<file path="src/rtl/sram_controller_pkg.sv">
// Shared constants, FSM state encoding and halfword helper for the SRAM controller.
// No logic or latency of its own; it holds definitions only.
package sram_controller_pkg;

  localparam int          WORD_WIDTH      = 32;
  localparam int          SRAM_DATA_WIDTH = 16;
  localparam logic [31:0] MEM_BASE_ADDR   = 32'd1024;

  typedef enum logic [1:0] {
    S_IDLE = 2'd0,
    S_LOW  = 2'd1,
    S_HIGH = 2'd2,
    S_DONE = 2'd3
  } state_e;

  function automatic logic [SRAM_DATA_WIDTH-1:0] half_sel(
    input logic [WORD_WIDTH-1:0] word,
    input logic                  upper
  );
    half_sel = upper ? word[WORD_WIDTH-1:SRAM_DATA_WIDTH] : word[SRAM_DATA_WIDTH-1:0];
  endfunction

endpackage

</file>
<file path="src/rtl/sram_controller.sv">
// Splits each 32-bit MEM access into two 16-bit SRAM phases; ready returns after 2*(WAIT_CYCLES+1)+1 cycles.
// Backpressure: ready drops combinationally while a request is pending, freezing the pipeline until DONE.
module sram_controller
  import sram_controller_pkg::*;
#(
  parameter int WAIT_CYCLES = 1,
  parameter int SRAM_ADDR_W = 18
) (
  input  logic                       clk,
  input  logic                       rst,
  input  logic                       mem_w_en,
  input  logic                       mem_r_en,
  input  logic [WORD_WIDTH-1:0]      alu_res,
  input  logic [WORD_WIDTH-1:0]      Val_Rm,
  output logic [WORD_WIDTH-1:0]      res_data,
  output logic                       ready,
  output logic [SRAM_ADDR_W-1:0]     sram_addr,
  output logic [SRAM_DATA_WIDTH-1:0] sram_wdata,
  input  logic [SRAM_DATA_WIDTH-1:0] sram_rdata,
  output logic                       sram_we_n,
  output logic                       sram_oe_n
);

  if (WAIT_CYCLES < 1) begin : g_wait_chk
    $error("sram_controller: WAIT_CYCLES must be >= 1");
  end

  localparam int                CNT_W      = (WAIT_CYCLES < 2) ? 1 : $clog2(WAIT_CYCLES + 1);
  localparam logic [CNT_W-1:0]  CNT_LAST   = CNT_W'(WAIT_CYCLES);
  localparam logic [31:0]       BASE_WORDS = MEM_BASE_ADDR >> 2;

  state_e                       state_q, state_d;
  logic [CNT_W-1:0]             cnt_q, cnt_d;
  logic                         wr_q, wr_d;
  logic [SRAM_DATA_WIDTH-1:0]   lo_q, hi_q;

  logic                         req;
  logic                         phase_last;
  logic                         in_phase;
  logic                         upper;
  logic [SRAM_ADDR_W-2:0]       word_idx;

  assign req        = mem_w_en | mem_r_en;
  assign phase_last = (cnt_q == CNT_LAST);
  assign in_phase   = (state_q == S_LOW) || (state_q == S_HIGH);
  assign upper      = (state_q == S_HIGH);

  // Subtracting the base only touches address bits that survive into the halfword index,
  // so the word index is computed directly at SRAM width (wraps modulo 2^SRAM_ADDR_W).
  assign word_idx = alu_res[SRAM_ADDR_W:2] - BASE_WORDS[SRAM_ADDR_W-2:0];

  always_comb begin
    state_d = state_q;
    cnt_d   = cnt_q;
    wr_d    = wr_q;
    unique case (state_q)
      S_IDLE: begin
        if (req) begin
          state_d = S_LOW;
          cnt_d   = '0;
          wr_d    = mem_w_en;
        end
      end
      S_LOW: begin
        if (phase_last) begin
          state_d = S_HIGH;
          cnt_d   = '0;
        end else begin
          cnt_d = cnt_q + 1'b1;
        end
      end
      S_HIGH: begin
        if (phase_last) begin
          state_d = S_DONE;
          cnt_d   = '0;
        end else begin
          cnt_d = cnt_q + 1'b1;
        end
      end
      S_DONE: begin
        state_d = S_IDLE;
        cnt_d   = '0;
      end
      default: begin
        state_d = S_IDLE;
        cnt_d   = '0;
      end
    endcase
  end

  // The operation is latched at access start so a dropped request still finishes as the same kind.
  always_ff @(posedge clk or posedge rst) begin
    if (rst) begin
      state_q <= S_IDLE;
      cnt_q   <= '0;
      wr_q    <= 1'b0;
    end else begin
      state_q <= state_d;
      cnt_q   <= cnt_d;
      wr_q    <= wr_d;
    end
  end

  always_ff @(posedge clk or posedge rst) begin
    if (rst) begin
      lo_q <= '0;
      hi_q <= '0;
    end else if (!wr_q && phase_last) begin
      if (state_q == S_LOW) begin
        lo_q <= sram_rdata;
      end else if (state_q == S_HIGH) begin
        hi_q <= sram_rdata;
      end
    end
  end

  always_comb begin
    ready      = ~req | (state_q == S_DONE);
    res_data   = '0;
    sram_addr  = '0;
    sram_wdata = '0;
    sram_we_n  = 1'b1;
    sram_oe_n  = 1'b1;
    if (in_phase) begin
      sram_addr = {word_idx, upper};
      if (wr_q) begin
        sram_wdata = half_sel(Val_Rm, upper);
        // Write strobe rises on the last cycle of the phase so data/address are held past it.
        sram_we_n  = phase_last;
      end else begin
        sram_oe_n = 1'b0;
      end
    end else if ((state_q == S_DONE) && !wr_q) begin
      res_data = {hi_q, lo_q};
    end
  end

endmodule

</file>
<file path="config.mk">
export PLATFORM = sky130hd
export DESIGN_NAME = sram_controller
export DESIGN_NICKNAME = d
export VERILOG_FILES = /design/src/rtl/sram_controller_pkg.sv /design/src/rtl/sram_controller.sv
export SDC_FILE = /design/constraint.sdc
export NUM_CORES = 1
export LEC_CHECK = 0
export BUFFER_PORTS_ARGS = -buffer_cell sky130_fd_sc_hd__buf_2
export CAP_MARGIN = 25
export CORE_MARGIN = 4
export CORE_UTILIZATION = 40
export CTS_BUF_LIST = sky130_fd_sc_hd__clkbuf_8
export CTS_CLUSTER_SIZE = 25
export DETAILED_ROUTE_END_ITERATION = 6
export PLACE_DENSITY_LB_ADDON = 0.25
export SLEW_MARGIN = 10
export SYNTH_ARGS = -nofsm -noshare
export SYNTH_HDL_FRONTEND = slang
export SYNTH_SLANG_ARGS = --single-unit
</file>
<file path="constraint.sdc">
create_clock -name clk -period 2.3 [get_ports clk]
set_input_delay 0.23 -clock clk [delete_from_list [all_inputs] [get_ports clk]]
set_output_delay 0.23 -clock clk [all_outputs]
set_load 0.005 [all_outputs]
</file>
After elaboration in Yosys (flattened, before gate mapping)
Index checks and enable logic that the tools add are counted.
{"block": "word_totals", "word_cells": 44, "reg_bits": 36, "in_bits": 84}
{"block": "classes", "muxes": 17, "reduce_logical": 10, "bitwise_logic": 4, "n_addsub": 2, "eq_ne": 6}
{"cell": "32-bit two-way mux", "n": 2}
{"cell": "16-bit two-way mux", "n": 3}
{"cell": "18-bit two-way mux", "n": 1}
{"cell": "17-bit by 9-bit subtractor with 17-bit output (second input constant)", "n": 1}
{"cell": "2-bit case mux with 4 select lines", "n": 1}
{"cell": "1-bit two-way mux", "n": 6}
{"cell": "2-bit two-way mux", "n": 3}
{"cell": "2-bit inequality test (second input constant)", "n": 3}
{"cell": "3-bit AND reduction", "n": 2}
{"cell": "2-bit equality test (second input constant)", "n": 2}
{"cell": "2-bit AND reduction", "n": 2}
{"cell": "1-bit case mux with 3 select lines", "n": 1}
{"cell": "2-bit by 1-bit equality test with 1-bit output (second input constant)", "n": 1}
{"cell": "1-bit logical AND", "n": 2}
{"cell": "2-bit logical NOT", "n": 1}
{"cell": "1-bit NOT", "n": 2}
{"cell": "1-bit bitwise OR", "n": 2}
{"cell": "2-bit OR reduction", "n": 1}
{"cell": "1-bit adder (second input constant)", "n": 1}
{"cell": "1-bit logical NOT", "n": 1}
{"cell": "1-bit logical OR", "n": 1}

Longest topological paths before layout
{"block": "logic_depth", "ltp_word": 4, "mapped_depth": 6, "depth_no_buf": 5}

Worst setup path after synthesis
OpenSTA, ideal clock, no wires.
{"block": "synth_timing", "path_kind": "register to register", "start": "reg state_q[0]", "end": "reg state_q[1]", "period_less_slack_ps": 1766, "path_slack_ps": 534, "stages_incl_launch_ff": 6, "arrival_ps": 1642, "cell_sequence": "dfrtp_1 -> inv_1 -> ha_1 -> or3b_2 -> o21ai_0 -> mux2_2"}
{"block": "synth_between", "elab_chain_cells": 3, "elab_cells_between_ends": 9, "cone_classes": "6 x eq/ne; 1 x mux; 2 x reduce/logical"}
{"item": "start, declared", "line_no": "sram_controller.sv:32", "source": "state_e state_q, state_d;"}
{"item": "start signal, assigned", "line_no": "sram_controller.sv:98", "source": "state_q <= state_d;"}
{"item": "2-bit by 1-bit equality test with 1-bit output (tied with other cells)", "line_no": "sram_controller.sv:56", "source": "unique case (state_q)"}
{"item": "2-bit inequality test (no source line)"}
{"item": "3-bit AND reduction (no source line)"}
Parallel ways exist; a longest one is shown, timed or not.
A chain may end at the register's enable or synchronous reset.

Worst setup path in the final report
{"block": "layout_timing", "start": "reg state_q[1]", "end": "out sram_wdata[12]"}
{"block": "layout_between", "elab_chain_cells": 4, "elab_cells_between_ends": 6, "cone_classes": "2 x eq/ne; 3 x mux; 1 x reduce/logical"}
{"item": "2-bit equality test", "line_no": "sram_controller.sv:45, sram_controller.sv:46"}
{"item": "16-bit two-way mux", "line_no": "sram_controller_pkg.sv:20", "source": "half_sel = upper ? word[WORD_WIDTH-1:SRAM_DATA_WIDTH] : word[SRAM_DATA_WIDTH-1:0];"}
{"item": "16-bit two-way mux", "line_no": "sram_controller.sv:126", "source": "if (wr_q) begin"}
{"item": "16-bit two-way mux (*)", "line_no": "sram_controller.sv:124", "source": "if (in_phase) begin"}
{"item": "end, declared", "line_no": "sram_controller.sv:18", "source": "output logic [SRAM_DATA_WIDTH-1:0] sram_wdata,"}
Every way passes the cells marked *; elsewhere a longest branch is shown, timed or not.

==> out/qor.yml <==
cap_viol_max_count: 0
dpl_cell_area_sq_um: 2974
grt_use_total: 0.1649
cts-hold-fix-buffers: 0
numCtsBuffers: 5
drv_slew: 0
pin_count: 153
crit_cells: 7
syn-num-nets: 299
clock_sinks: 36
tightestPinTransition_ns: 0.4525
synth_enable_flop_cells: 0
syn2layout_area_growth_pct: 40.55
dp_cells: 413
grt_first_pass_wirelength_microns: 8535
start_util: 0.4185
finalInstanceArea_sq_um: 3062
yosysWarnings: 0
dieArea_sq_um: 6690
layout-drive-gt1-share: 0.5413
setup_violations: 0
yosysTopAreaCell: "dfrtp_1"
crit_family: "buffers and inverters"
vias_per_cell: 4.589
hp-class: "input port to asynchronous set/reset pin"
antenna_found_initial: 0
root_buffer: "clkbuf_8"
yosysMostFrequentCell: "and2_1"
ys_types: 25
dp_slack_ns: 0.4202
crit_top_cell: "buf_4"
grt_max_degree: 37
clkTransAtPathRegs_ns: 0.07
yosys-top-cells-area: "dfrtp_1 41%, mux2_2 17%, and2_1 12%"
crit_path_end_kind: "output pin"
fillers: 476
r2r_end: "state_q[1]"
place.gp.congestion: 0.7236
coreArea_sq_um: 5205
fin_nets: 441
required_ns: 2.07
cp.arrival_ns: 1.86
cp_cell_sequence: "inv_1 -> ha_1 -> buf_4 -> nand2_1 -> buf_4 -> nor2_1 -> buf_2"
finalCritPeriodShare: 0.9099
syn_area_sq_um: 2178
max_slew_margin: 0.6983
finClkSkew_ns: 0.006302
grt_overflow: 0
finalHoldViolCount: 0
cp-start-kind: "register"
outcome: "complete, no violations"
synth.ff_latch_count: 36
route.detailed.drc: 0
die_w_microns: 81.80
timing.setup.tns_ns: 0
p_per_area_nw_per_um2: 1128
num_rows: 26
cts_tree: "done"
dr_total_vias: 1932
crit_buf_inv: 4
ant_nets: 0
ys_seq_area_frac: 0.4136
synth-async-reset-ratio: 1.000
cts_resized: 0
dpl.hpwl_microns: 4175
peakVddDrop_mv: 0.7220
r2r_cells: 5
drt-total-wl_microns: 5443
io_buffers: 137
synthFlopType: "dfrtp_1"
max_stage_delay_ns: 0.42
drtIter0Drc: 57
r2r_start: "state_q[0]"
clock_path_buffers: 2
die_y_microns: 81.80
cts_setup_buffers: 0
ff2ff_setup_slack_ns: 0.40
rsz0062_at_grt: "no"
netlist_top_cells_count: "43 x and2_1, 36 x dfrtp_1, 33 x mux2_2"
clock.fmax_mhz: 477.8
grt_pass1_vias: 1928
firstDrtPassIters: 5
cp_slowest_cell: "dfrtp_1"
path_max_fanout: 24
htreeDepth: 2
synth_cells: 208
final.min_clock_period_ns: 2.093
fin_cells: 421
whs_ns: 0.03727
setup.worst_path.class: "register to output pin"
wl_per_cell_microns: 12.93
synth_top_area_share: 0.4136
syn_area_per_cell_sq_um: 10.47
insertion_delay_ns: 0.29
layout_setup_ws_ns: 0.2071
power.leakage_nw: 1.658
antenna_cells: 0
-- power by group --
group	internal, W	leakage [nW]	switching, W
logic	0.00103	1.19	0.000864
clock network	0.000211	0.0479	0.000228
registers	0.000962	0.420	0.000156
total	0.00220	1.66	0.00125
-- worst min-delay path, stage by stage --
cell	delay, ns
buf_2	0.10
inv_1	0.04
buf_4	0.39
-- layer usage --
metal  track usage  share of wire
met4       0.05814         0.0070
met3       0.04057          0.077
met2        0.3053           0.53
met1        0.1813           0.39
met5             0              0
-- layout make-up --
cell class	instances	area, sq um	area share
Inverter	7	26.28	0.008582
Clock inverter	3	18.77	0.006130
Sequential cell	36	900.9	0.2942
Timing Repair Buffer	145	745.7	0.2436
Multi-Input combinational cell	155	1214	0.3964
Clock buffer	5	68.82	0.02248
Tap cell	70	87.58	0.02861
-- placed cells by master, fill, tap and decap left out, types with 4 or more instances in the layout --
| cell | instances |
|---|---|
| ha_1 | 7 |
| and2_1 | 43 |
| dfrtp_1 | 36 |
| buf_2 | 137 |
| nor2_1 | 18 |
| nand2b_1 | 4 |
| nand2_1 | 7 |
| inv_1 | 7 |
| mux2_2 | 33 |
| mux2i_1 | 20 |
| buf_4 | 8 |
| clkbuf_8 | 5 |
-- kinds of logic after synthesis --
| logic type | Yosys count | synth area share |
|---|---|---|
| and+or+nand+nor | 86 | 0.2223 |
| muxes | 53 | 0.2625 |
| DFF | 36 | 0.4136 |
| buffers and inverters | 17 | 0.03159 |
| adders and majority gates | 7 | 0.04020 |
| AOI/OAI and AO/OA | 6 | 0.01781 |
| xor gates and xnor gates | 3 | 0.01206 |
-- flip-flops by register name (all words and copies together) (netlist names) --
signal and flops:
cnt_q 1, lo_q 16, wr_q 1, state_q 2, hi_q 16
-- per-stage QoR --
| stage | total power [W] | utilization |
|---|---|---|
| global route | 0.003782 | 0.5882 |
| finish | 0.003453 | 0.5882 |
| floorplan | 0.002309 | - |
| CTS | 0.003514 | 0.5882 |
| global placement | 0.003008 | 0.5714 |
| detailed placement | 0.003059 | 0.5714 |
-- worst max path at each step --
| stage | start | endpoint | slack [ns] |
|---|---|---|---|
| final | state_q[1] | sram_wdata[12] | 0.21 |
| after CTS | state_q[0] | res_data[1] | 0.18 |
| after global routing | state_q[0] | res_data[30] | 0.05 |
| after global placement | state_q[0] | state_q[1] | 0.44 |
| after floorplan | state_q[0] | state_q[1] | 0.53 |
| after detailed placement | state_q[0] | state_q[1] | 0.42 |
(Power assumes the default switching activity.)
